$ cat src/rtl/cpu_clk_ctrl_if.sv
// ---------------------------------------------------------------------------
// cpu_clk_ctrl_if
// Signal bundle between the CPU clock controller and its environment.
//   clkdiv   : free-running divider count (into controller)
//   tap_sel  : clkdiv bit that paces RUN mode (into controller)
//   mode     : 0 = run, 1 = single-step (into controller)
//   step_btn : raw asynchronous step push-button, active-high (into controller)
//   halt_req : level request to stop the CPU (into controller)
//   cpu_en   : one-cycle CPU clock-enable pulse (from controller)
//   state    : FSM state 00 HALT, 01 RUN, 10 STEP (from controller)
//   en_cnt   : count of cpu_en pulses issued (from controller)
// slave  = the controller, master = whatever drives it.
// ---------------------------------------------------------------------------
interface cpu_clk_ctrl_if;
    logic [31:0] clkdiv;
    logic [4:0]  tap_sel;
    logic        mode;
    logic        step_btn;
    logic        halt_req;
    logic        cpu_en;
    logic [1:0]  state;
    logic [15:0] en_cnt;

    modport slave (
        input  clkdiv, tap_sel, mode, step_btn, halt_req,
        output cpu_en, state, en_cnt
    );

    modport master (
        output clkdiv, tap_sel, mode, step_btn, halt_req,
        input  cpu_en, state, en_cnt
    );
endinterface

$ cat src/rtl/cpu_clk_ctrl.sv
// ---------------------------------------------------------------------------
// cpu_clk_ctrl
// Generates a one-cycle CPU clock-enable pulse. In RUN the pulse follows each
// rising edge of a selectable clkdiv bit; in STEP it follows each debounced
// press of the step button; HALT (or halt_req) blocks all pulses.
// Ports:
//   clk : system clock, rising edge
//   rst : asynchronous active-low reset
//   bus : cpu_clk_ctrl_if.slave (clkdiv, tap_sel, mode, step_btn, halt_req
//         in; cpu_en, state, en_cnt out)
// Parameter DEB_CYCLES: stable cycles before the debounced button changes
// level (2..65535).
// ---------------------------------------------------------------------------
module cpu_clk_ctrl #(
    parameter logic [15:0] DEB_CYCLES = 16'd50000
) (
    input  logic           clk,
    input  logic           rst,
    cpu_clk_ctrl_if.slave  bus
);

    typedef enum logic [1:0] {
        ST_HALT = 2'b00,
        ST_RUN  = 2'b01,
        ST_STEP = 2'b10
    } state_t;

    state_t      state_reg;
    logic        cpu_en_reg;
    logic [15:0] en_cnt_reg;

    logic        tap_q_reg;
    logic [4:0]  tap_sel_q_reg;

    logic        sync1_reg;
    logic        btn_s_reg;
    logic        db_reg;
    logic        db_q_reg;
    logic [15:0] deb_cnt_reg;

    logic        tap_bit;
    logic        run_edge;
    logic        step_edge;

    // Pace tap: a change of tap_sel masks edge detection for that one cycle,
    // because tap_q still holds the previously selected bit.
    assign tap_bit  = bus.clkdiv[bus.tap_sel];
    assign run_edge = tap_bit & ~tap_q_reg & (bus.tap_sel == tap_sel_q_reg);

    always_ff @(posedge clk or negedge rst) begin
        if (!rst) begin
            tap_q_reg     <= 1'b0;
            tap_sel_q_reg <= 5'd0;
        end else begin
            tap_q_reg     <= tap_bit;
            tap_sel_q_reg <= bus.tap_sel;
        end
    end

    // Two-flop synchroniser for the raw push-button.
    always_ff @(posedge clk or negedge rst) begin
        if (!rst) begin
            sync1_reg <= 1'b0;
            btn_s_reg <= 1'b0;
        end else begin
            sync1_reg <= bus.step_btn;
            btn_s_reg <= sync1_reg;
        end
    end

    // Debouncer: db follows btn_s only after it has differed for DEB_CYCLES
    // consecutive cycles; any agreement restarts the count.
    always_ff @(posedge clk or negedge rst) begin
        if (!rst) begin
            db_reg      <= 1'b0;
            db_q_reg    <= 1'b0;
            deb_cnt_reg <= 16'd0;
        end else begin
            db_q_reg <= db_reg;
            if (btn_s_reg == db_reg) begin
                deb_cnt_reg <= 16'd0;
            end else if (deb_cnt_reg == DEB_CYCLES - 16'd1) begin
                db_reg      <= btn_s_reg;
                deb_cnt_reg <= 16'd0;
            end else begin
                deb_cnt_reg <= deb_cnt_reg + 16'd1;
            end
        end
    end

    assign step_edge = db_reg & ~db_q_reg;

    // Control FSM with registered pulse output. Eligibility uses the current
    // (pre-transition) state; edges not consumed here are simply dropped.
    // The ~cpu_en_reg term guarantees a gap cycle between pulses.
    always_ff @(posedge clk or negedge rst) begin
        if (!rst) begin
            state_reg  <= ST_HALT;
            cpu_en_reg <= 1'b0;
        end else if (bus.halt_req) begin
            state_reg  <= ST_HALT;
            cpu_en_reg <= 1'b0;
        end else begin
            state_reg <= bus.mode ? ST_STEP : ST_RUN;
            case (state_reg)
                ST_RUN:  cpu_en_reg <= run_edge & ~cpu_en_reg;
                ST_STEP: cpu_en_reg <= step_edge & ~cpu_en_reg;
                default: cpu_en_reg <= 1'b0;
            endcase
        end
    end

    // Pulse counter: bumps at the end of each cycle in which cpu_en was high;
    // wraps naturally at 16 bits.
    always_ff @(posedge clk or negedge rst) begin
        if (!rst) begin
            en_cnt_reg <= 16'd0;
        end else if (cpu_en_reg) begin
            en_cnt_reg <= en_cnt_reg + 16'd1;
        end
    end

    assign bus.cpu_en = cpu_en_reg;
    assign bus.state  = state_reg;
    assign bus.en_cnt = en_cnt_reg;

endmodule

$ cat src/flat_wrapper.sv
// flat-port wrapper written by rule: the top's interface ports become plain ports
module cpu_clk_ctrl_flat 
#(
    parameter logic [15:0] DEB_CYCLES = 16'd50000
)
  (clk, rst, bus_clkdiv, bus_tap_sel, bus_mode, bus_step_btn, bus_halt_req, bus_cpu_en, bus_state, bus_en_cnt);
  cpu_clk_ctrl_if bus_i ();
  input  logic clk;
  input  logic rst;
  input wire logic [$bits(bus_i.clkdiv)-1:0] bus_clkdiv;
  input wire logic [$bits(bus_i.tap_sel)-1:0] bus_tap_sel;
  input wire logic [$bits(bus_i.mode)-1:0] bus_mode;
  input wire logic [$bits(bus_i.step_btn)-1:0] bus_step_btn;
  input wire logic [$bits(bus_i.halt_req)-1:0] bus_halt_req;
  output wire logic [$bits(bus_i.cpu_en)-1:0] bus_cpu_en;
  output wire logic [$bits(bus_i.state)-1:0] bus_state;
  output wire logic [$bits(bus_i.en_cnt)-1:0] bus_en_cnt;
  assign bus_i.clkdiv = bus_clkdiv;
  assign bus_i.tap_sel = bus_tap_sel;
  assign bus_i.mode = bus_mode;
  assign bus_i.step_btn = bus_step_btn;
  assign bus_i.halt_req = bus_halt_req;
  assign bus_cpu_en = bus_i.cpu_en;
  assign bus_state = bus_i.state;
  assign bus_en_cnt = bus_i.en_cnt;
  cpu_clk_ctrl #(.DEB_CYCLES(DEB_CYCLES)) u_core (.clk(clk), .rst(rst), .bus(bus_i));
endmodule
$ cat config.mk
export PLATFORM = sky130hd
export DESIGN_NAME = cpu_clk_ctrl_flat
export DESIGN_NICKNAME = d
export VERILOG_FILES = /design/src/rtl/cpu_clk_ctrl_if.sv /design/src/rtl/cpu_clk_ctrl.sv /design/src/flat_wrapper.sv
export SDC_FILE = /design/constraint.sdc
export NUM_CORES = 1
export LEC_CHECK = 0
export BUFFER_PORTS_ARGS = -buffer_cell sky130_fd_sc_hd__buf_2
export CORE_MARGIN = 2
export CORE_UTILIZATION = 35
export CTS_BUF_LIST = sky130_fd_sc_hd__clkbuf_4
export DETAILED_ROUTE_END_ITERATION = 10
export HOLD_SLACK_MARGIN = 0.02
export PLACE_DENSITY = 0.55
export RECOVER_POWER = 100
export REMOVE_ABC_BUFFERS = 1
export SKIP_LAST_GASP = 1
export SLEW_MARGIN = 30
export SYNTH_ARGS = -nofsm -noshare
export SYNTH_HDL_FRONTEND = slang
export SYNTH_SLANG_ARGS = --single-unit
$ cat constraint.sdc
create_clock -name clk -period 2.4 [get_ports clk]
set_input_delay 0.12 -clock clk [delete_from_list [all_inputs] [get_ports clk]]
set_output_delay 0.12 -clock clk [all_outputs]
set_load 0.01 [all_outputs]
==> metrics.txt, run 1 <==
Total GRT Usage 13.0%; ant diodes 0; hold_sp bus_tap_sel[1]; unrepaired setup endpoints after global routing no; root buf cell clkbuf_4; Post-CTS Setup Bufs 0; leak pwr roughly 1.3 nW; CP Class input port to flip-flop; Peak VDD IR 356 uV; Design Power 1.40 mW; row cnt 28; WHS Endpoint u_core.tap_sel_q_reg[1]; RR Startpoint u_core.deb_cnt_reg[0]; GRT Residual Overflow 0; Max Cap Viol 0; I/O pin cnt slightly above 60; CTS resizes 0; Clock Tree Buf Depth 2; reg2reg path depth 5; Clock Skew 0.00671 ns; initial antenna violation count 0; Initial Util 36.5%; fin crit period 1.92 ns; Synth top area share roughly half; Synth Register Bits 45; number of max-slew violations in the final report 0; post-DP HPWL ~3200 um; Area growth syn-to-layout 23.8%; Worst EP arrival approximately 2.2 ns; Hold Path Class input port to flip-flop; global-route wire length before repair 7460 um; Synth cell types 33; Final Cycle Share around four fifths; fin nets around 320; top post-synthesis cells by area dfrtp_1, xnor2_1, mux2i_1; clk sink count between 40 and 50; port bufs 60; Achievable Freq between 500 and 600 MHz; outcome completed; Clock Pin Slew Worst Setup and Hold Paths between 0.1 and 0.15 ns; drt initial violations 35; number of vias per cell 4.74; Num CTS Buffers 5; Ys Warns 0; DRC 0; critical path fanouts, max 9; Cell Pwr Density 516 nW/um^2; worst hold stages 1; worst reg2reg setup slack ~0.7 ns; final setup violating endpoints 0; Post-synth EDFFs 0; via count about 1.7k; Fill cells approximately 560; Final GP Congestion 0.722; core area ~6000 um^2; wire per inst around 12 um; Crit. End Element flip-flop; Final Hold Viols 0; Req. time, crit path between 2 and 3 ns; Post-Syn Instances 200; Synth area leader dfrtp_1; setup TNS 0 ns; Commonest cells post-synth dfrtp_1, nor2_1, xnor2_1; top-count cell post-synth dfrtp_1; worst slew pin tran slightly above 0.9 ns; clk_lat worst skew 0.35 ns; Chip Width a little over 80 um; dominant synthesized flop cell dfrtp_1; sequential share of the synthesized area approximately 50%; Syn Area/Cell about 11 um^2; R2R Path End u_core.deb_cnt_reg[12]; share of layout cells above drive strength 1 between 15 and 20%; 1st-pass router iterations 4; asr flop ratio synth 100%; Die Y around 83 um; CP Launch Type input port; vias in the first global route 1745; Final ANT Viol Nets 0; Worst slew margin between 30% and 40%; Synth Cell Area between 2000 and 2500 um^2; full die area 6900 um^2; Routed WL approximately 4300 um; CTS tree yes; htree depth 2; largest net degree at the start of global routing 21
==> power by group <==
| group | internal (mW) | switching (mW) | total [mW] | leakage, nW |
|---|---|---|---|---|
| Sequential | 0.775 | 0.0119 | 0.786 | 0.606 |
| Clock | 0.221 | 0.249 | 0.469 | 0.0414 |
| Combinational | 0.0716 | 0.0707 | 0.142 | 0.604 |
==> through the flow <==
| step | std cells | hold slack, ns | worst slack [ns] | cell area [um^2] | utilization (%) |
|---|---|---|---|---|---|
| floorplan | 196 | -0.176 | 0.955 | 2160 | - |
| global placement | 333 | 0.0381 | 0.456 | 2570 | 42.9 |
| detailed placement | 333 | 0.0415 | 0.400 | 2570 | 42.9 |
| CTS | 350 | 0.106 | 0.650 | 2750 | 45.8 |
| global route | 350 | 0.124 | 0.368 | 2710 | 45.2 |
| finish | 350 | 0.125 | 0.481 | 2710 | 45.2 |
==> what timing repair did <==
item / 4_1_cts / 5_1_grt
endpoints found under the setup margin: 0 / 0
hold buffers: 9 / 0
endpoints found under the hold margin: 52 / 0
==> layout make-up <==
type | instances | area (um^2) | share of cell area, %
multi-input cells | 149 | 1030 | 38.0
well taps | 75 | 93.8 | 3.47
inverters | 2 | 7.51 | 0.277
flip-flops and latches | 45 | 1130 | 41.6
clock inverters | 3 | 46.3 | 1.71
clock buffers | 5 | 37.5 | 1.39
repair buffers | 71 | 367 | 13.5
==> layout by cell type, fill, tap and decap left out, types with 3 or more instances in the layout <==
| cell | instances |
|---|---|
| nor2b_1 | 5 |
| mux2_2 | 3 |
| dlygate4sd3_1 | 9 |
| nor2_1 | 24 |
| mux2i_1 | 12 |
| clkbuf_4 | 5 |
| dfrtp_1 | 45 |
| clkbuf_1 | 27 |
| xnor2_1 | 22 |
| buf_2 | 35 |
| nand4_1 | 5 |
| nand3_1 | 17 |
| nand2_1 | 12 |
| and3_1 | 7 |
| xor2_1 | 13 |
| nor3_1 | 4 |
| ha_1 | 3 |
==> metal layers <==
layer  track usage (%)  up-vias  wire length (um)
li1                  -      845                 -
met1              16.4      784              2030
met4              4.47        0                47
met3              3.08        5               159
met5                 0        -                 0
met2              21.9       26              2040
==> critical path, cell delays in order <==
cell and delay (ns):
dlygate4sd3_1 0.53, clkbuf_1 0.32, nor2b_1 0.33, a22o_1 0.17
a21oi_1 0.05, a22o_1 0.21, a311o_1 0.29, a21o_1 0.16
==> worst max path at each step <==
stage,from,end,slack [ns],cells after the start
floorplan,u_core.deb_cnt_reg[0],u_core.deb_cnt_reg[12],0.96,7
global placement,bus_tap_sel[1],u_core.bus.cpu_en,0.46,7
detailed placement,bus_tap_sel[1],u_core.bus.cpu_en,0.40,7
CTS,bus_tap_sel[2],u_core.bus.cpu_en,0.65,8
global route,bus_tap_sel[2],u_core.bus.cpu_en,0.37,8
finish,bus_tap_sel[2],u_core.bus.cpu_en,0.48,8
==> cells by family after synthesis <==
group	count (synthesis)	synth area share, %
AND/OR/NAND/NOR	82	18.5
flip-flops	45	51.5
XOR/XNOR	35	14.0
multiplexers	16	7.72
AO/OA/AOI/OAI	13	5.09
buffers and inverters	6	1.43
adder cells (fa/ha/maj)	3	1.72
(Power assumes the default switching activity.)
==> run 2, diff against run 1 <==
--- a/config.mk
+++ b/config.mk
@@ -11,7 +11,7 @@
 export CTS_BUF_LIST = sky130_fd_sc_hd__clkbuf_4
 export DETAILED_ROUTE_END_ITERATION = 10
 export HOLD_SLACK_MARGIN = 0.02
-export PLACE_DENSITY = 0.55
+export PLACE_DENSITY = 0.57
 export RECOVER_POWER = 100
 export REMOVE_ABC_BUFFERS = 1
 export SKIP_LAST_GASP = 1
==> constraint.sdc (replaced) <==
create_clock -name clk -period 1.6 [get_ports clk]
set_input_delay 0.08 -clock clk [delete_from_list [all_inputs] [get_ports clk]]
set_output_delay 0.08 -clock clk [all_outputs]
set_load 0.01 [all_outputs]
==> metrics.txt, run 2 (synthesized netlist as in run 1, its figures left out) <==
clk_lat worst skew 0.37 ns (+0.02 ns); CTS tree yes; unrepaired setup endpoints after global routing no; via count 1710 (+3.0%); reg2reg path depth 6 (+1); Chip Width 83.1 um (unchanged); 1st-pass router iterations 4 (unchanged); number of max-slew violations in the final report 0 (unchanged); Final Hold Viols 0 (unchanged); Setup crit end u_core.bus.en_cnt[8]; ant diodes 0 (unchanged); wire per inst 12.3 um (+0.51%); Area growth syn-to-layout 30.5%; leak pwr 1.33 nW (+6.4%); Routed WL 4470 um (+4.5%); vias in the first global route 1770 (+1.4%); pre-CTS setup slack -0.0903 ns (-0.491 ns); Die Y 83.1 um (unchanged); post-layout util 47.6% (+2.4 points); Cell Pwr Density 755 nW/um^2 (+46%); worst reg2reg setup slack 0.13 ns (-0.56 ns); share of layout cells above drive strength 1 22.1% (+4.3 points); initial antenna violation count 0 (unchanged); Worst slew margin 19.7% (-20 points); worst slew pin tran 1.20 ns (+0.298 ns); I/O pin cnt 61 (unchanged); Peak VDD IR 585 uV (+65%); Max Cap Viol 0 (unchanged); Final GP Congestion 0.729 (+0.97%); row cnt 28 (unchanged); GRT Residual Overflow 0 (unchanged); Final ANT Viol Nets 0 (unchanged); Hold Path Class input port to flip-flop; Clock Skew 0.0125 ns (+0.00582 ns); full die area 6900 um^2 (unchanged); outcome completed; number of vias per cell 4.70 (-0.95%); post-DP HPWL 3400 um (+5.2%); Achievable Freq 681 MHz; R2R Path End u_core.bus.en_cnt[8]; core area 5990 um^2 (unchanged); crit path launch u_core.bus.en_cnt[0]; leading cell types in the layout, fill and taps excluded dfrtp_1, buf_2, clkbuf_1; Num CTS Buffers 5 (unchanged); Initial Util 36.5% (unchanged); Total GRT Usage 14.1% (+1.1 points); DRC 0 (unchanged); setup TNS 0 ns (unchanged); critical path fanouts, max 5 (-4); Req. time, crit path 1.89 ns (-0.77 ns); fin crit period 1.47 ns; final hold slack 0.106 ns (-0.0192 ns); Worst EP arrival 1.76 ns (-0.42 ns); port bufs 60 (unchanged); commonest non-fill, non-tap cell in the layout dfrtp_1; fin nets 333 (+4.4%); CP Class flip-flop to flip-flop; RR Startpoint u_core.bus.en_cnt[0]; Final Cycle Share between 90% and 100%; global-route wire length before repair 7940 um (+6.4%); post-route setup slack 0.131 ns (-0.350 ns); CP Launch Type flip-flop; largest net degree at the start of global routing 24 (+14%); Clock Pin Slew Worst Setup and Hold Paths 0.15 ns (about the same); root buf cell clkbuf_4; Clock Tree Buf Depth 2 (unchanged); clk sink count 45 (unchanged); htree depth 2 (unchanged); Crit. End Element flip-flop; drt initial violations 45 (+29%); final setup violating endpoints 0 (unchanged)
## run 2: metal layers
layer / share of wire (%) / global-route usage (%) / up-vias
met5: 0 / 0 / -
met4: 1.5 / 5.81 / 0
met3: 3.0 / 3.58 / 7
met2: 50 / 23.2 / 22
met1: 46 / 17.6 / 810
li1: - / - / 871
## run 2: power breakdown
part,total (mW),switching (mW),internal (mW)
clock,0.735,0.395,0.340
sequential,1.18,0.0192,1.16
combinational,0.239,0.110,0.129
## run 2: worst max-delay path: stages (launching register included)
cell     delay, ns
dfrtp_1       0.46
ha_1          0.20
nand4_1       0.15
nor2_1        0.14
buf_4         0.15
nand3_1       0.10
xnor2_1       0.19
## run 2: worst min-delay path by stage
stage                     slack (ns)  cells past startpoint            from                    end
after global placement          0.08                      1             rst  u_core.deb_cnt_reg[4]
after CTS                       0.09                      4  bus_clkdiv[11]       u_core.tap_q_reg
after global routing            0.14                      4  bus_clkdiv[11]       u_core.tap_q_reg
final                           0.11                      4  bus_clkdiv[11]       u_core.tap_q_reg
after detailed placement        0.08                      1             rst  u_core.deb_cnt_reg[4]
after floorplan                -0.22                      0             rst       u_core.btn_s_reg
## run 2: stage by stage
step	cells	total power, mW	instance area, um^2
global route	364	2.27	2850
floorplan	196	1.29	2160
finish	364	2.15	2850
global placement	345	1.42	2680
detailed placement	345	1.42	2680
CTS	363	2.19	2860
## run 2: repair_timing
item,4_1_cts,5_1_grt
setup endpoints to repair,0,3
endpoints found under the hold margin,29,0
hold buffers,10,0
gates resized for setup,0,5
buffers inserted,0,1
## run 2: final cells by class
class                      instances  area (um^2)
inverter                           2         7.51
clock inverter                     3         47.5
fill                             583         3140
clock buffer                       5         37.5
multi-input combinational        149         1050
sequential                        45         1130
tap                               75         93.8
timing repair buffer              85          489
==> run 3, diff against run 2 <==
--- a/config.mk
+++ b/config.mk
@@ -11,7 +11,7 @@
 export CTS_BUF_LIST = sky130_fd_sc_hd__clkbuf_4
 export DETAILED_ROUTE_END_ITERATION = 10
 export HOLD_SLACK_MARGIN = 0.02
-export PLACE_DENSITY = 0.57
+export PLACE_DENSITY = 0.55
 export RECOVER_POWER = 100
 export REMOVE_ABC_BUFFERS = 1
 export SKIP_LAST_GASP = 1
==> constraint.sdc (replaced) <==
create_clock -name clk -period 1.7 [get_ports clk]
set_input_delay 0.085 -clock clk [delete_from_list [all_inputs] [get_ports clk]]
set_output_delay 0.085 -clock clk [all_outputs]
set_load 0.01 [all_outputs]
==> metrics.txt, run 3 (synthesized netlist as in run 1, its figures left out) <==
outcome completed; ant diodes 0 (unchanged); worst hold stages 2 (-2); share of layout cells above drive strength 1 19.0% (-3.1 points); final instance area 2750 um^2 (-3.7%); Worst path max stage delay 0.46 ns (about the same); Routed WL 4270 um (-4.4%); final setup violating endpoints 0 (unchanged); WHS Endpoint u_core.tap_sel_q_reg[1]; clk sink count 45 (unchanged); Final Hold Viols 0 (unchanged); Final GP Congestion 0.741 (+1.7%); Post-CTS Setup Bufs 0 (unchanged); worst slew pin tran 0.892 ns (-0.313 ns); row cnt 28 (unchanged); Clock Skew 0.0104 ns (-0.00210 ns); global-route wire length before repair 7460 um (-6.0%); Worst path slowest cell dfrtp_1; drt initial violations 41 (-8.9%); DRC 0 (unchanged); Total GRT Usage 13.1% (-0.98 points); Req. time, crit path 1.95 ns (+0.06 ns); Peak VDD IR 418 uV (-29%); post-layout util 45.9% (-1.8 points); Clock Tree Buf Depth 2 (unchanged); fin crit period 1.53 ns (+0.0659 ns); Final ANT Viol Nets 0 (unchanged); Chip Width 83.1 um (unchanged); CTS tree yes; number of max-slew violations in the final report 0 (unchanged); Num CTS Buffers 5 (unchanged); via count 1690 (-1.2%); crit-path cells ha_1 > nand4_1 > nor2_1 > clkbuf_1 > nand3_1 > xnor2_1; Final Cycle Share 90.3% (-1.5 points); clk_lat worst skew 0.35 ns (-0.02 ns); vias in the first global route 1699 (-4.0%); number of vias per cell 4.71 (+0.21%); reg2reg path depth 6 (unchanged); Fill cells 595 (+2.1%); largest net degree at the start of global routing 18 (-25%); Max Cap Viol 0 (unchanged); Die Y 83.1 um (unchanged); fin nets 328 (-1.5%); Area growth syn-to-layout 25.7%; setup TNS 0 ns (unchanged); leading cell types in the layout, fill and taps excluded dfrtp_1, buf_2, clkbuf_1; GRT Residual Overflow 0 (unchanged); critical path fanouts, max 5 (unchanged); Crit. End Element flip-flop; Clock Pin Slew Worst Setup and Hold Paths 0.13 ns (-0.02 ns); wire per inst 11.9 um (-3.1%); I/O pin cnt 61 (unchanged); unrepaired setup endpoints after global routing no; CP Launch Type flip-flop; root buf cell clkbuf_4; hold_sp bus_tap_sel[1]; R2R Path End u_core.bus.en_cnt[8]; htree depth 2 (unchanged); leak pwr 1.28 nW (-3.5%); Achievable Freq 652 MHz (-4.3%); Design Power 1.97 mW (-8.6%); Cell Pwr Density 717 nW/um^2 (-5.1%); Placement Cell Area 2640 um^2 (-1.3%); initial antenna violation count 0 (unchanged); WP depth 6 (unchanged); full die area 6900 um^2 (unchanged); CP top delay family flip-flops; Worst EP arrival 1.79 ns (+0.03 ns); Storage cell area 1130 um^2 (unchanged); Worst slew margin 40.5% (+21 points); crit path launch u_core.bus.en_cnt[0]; core area 5990 um^2 (unchanged); worst reg2reg setup slack 0.17 ns (+0.03 ns); RR Startpoint u_core.bus.en_cnt[0]; 1st-pass router iterations 4 (unchanged); port bufs 60 (unchanged); Buf+Inv Stages, Crit Path 1 (unchanged); area occupied by multi-input gates 1020 um^2 (-2.6%); CP Class flip-flop to flip-flop; Hold Path Class input port to flip-flop; commonest non-fill, non-tap cell in the layout dfrtp_1; final hold slack 0.0704 ns (-0.0353 ns); Initial Util 36.5% (unchanged); post-DP HPWL 3300 um (-2.7%)
-- run 3: changes by cell type in the layout (fill, tap and decap cells not counted), sizes merged --
cell / before / now
buf: 48 / 37
clkbuf: 32 / 40
clkinv: 0 / 1
dlygate4sd3: 10 / 9
inv: 4 / 2
-- run 3: per-layer routing --
layer	GRT usage (%)	vias to the layer above	routed length, um
met3	3.18	7	116
met4	4.17	0	46
met5	0	-	0
li1	-	865	-
met1	17.3	795	2040
met2	21.2	23	2070
-- run 3: final cells by class --
| class | count | share of cell area, % |
|---|---|---|
| Multi-Input combinational cell | 149 | 37.3 |
| Timing Repair Buffer | 80 | 15.2 |
| Sequential cell | 45 | 41.0 |
| Tap cell | 75 | 3.41 |
| Inverter | 2 | 0.273 |
| Clock inverter | 2 | 1.23 |
| Clock buffer | 6 | 1.64 |
-- run 3: through the flow --
step	instances	setup slack, ns
finish	359	0.165
floorplan	196	0.255
global route	359	0.0160
CTS	359	0.141
detailed placement	342	0.0142
global placement	342	0.0565
-- run 3: worst max path at each step --
stage / endpoint / slack [ns]
final: u_core.bus.en_cnt[8] / 0.17
after CTS: u_core.deb_cnt_reg[14] / 0.14
after global routing: u_core.deb_cnt_reg[10] / 0.02
after floorplan: u_core.deb_cnt_reg[12] / 0.26
after detailed placement: u_core.bus.cpu_en / 0.01
after global placement: u_core.bus.cpu_en / 0.06
-- run 3: timing repair --
action / in CTS / in global routing
setup endpoints to repair: 0 / 1
gates resized for setup: 0 / 1
hold buffers: 9 / 0
hold endpoints to repair: 36 / 0
-- run 3: power by group --
group / switching [mW] / internal, mW
clock: 0.336 / 0.322
combinational: 0.0982 / 0.104
sequential: 0.0163 / 1.09
total: 0.450 / 1.52
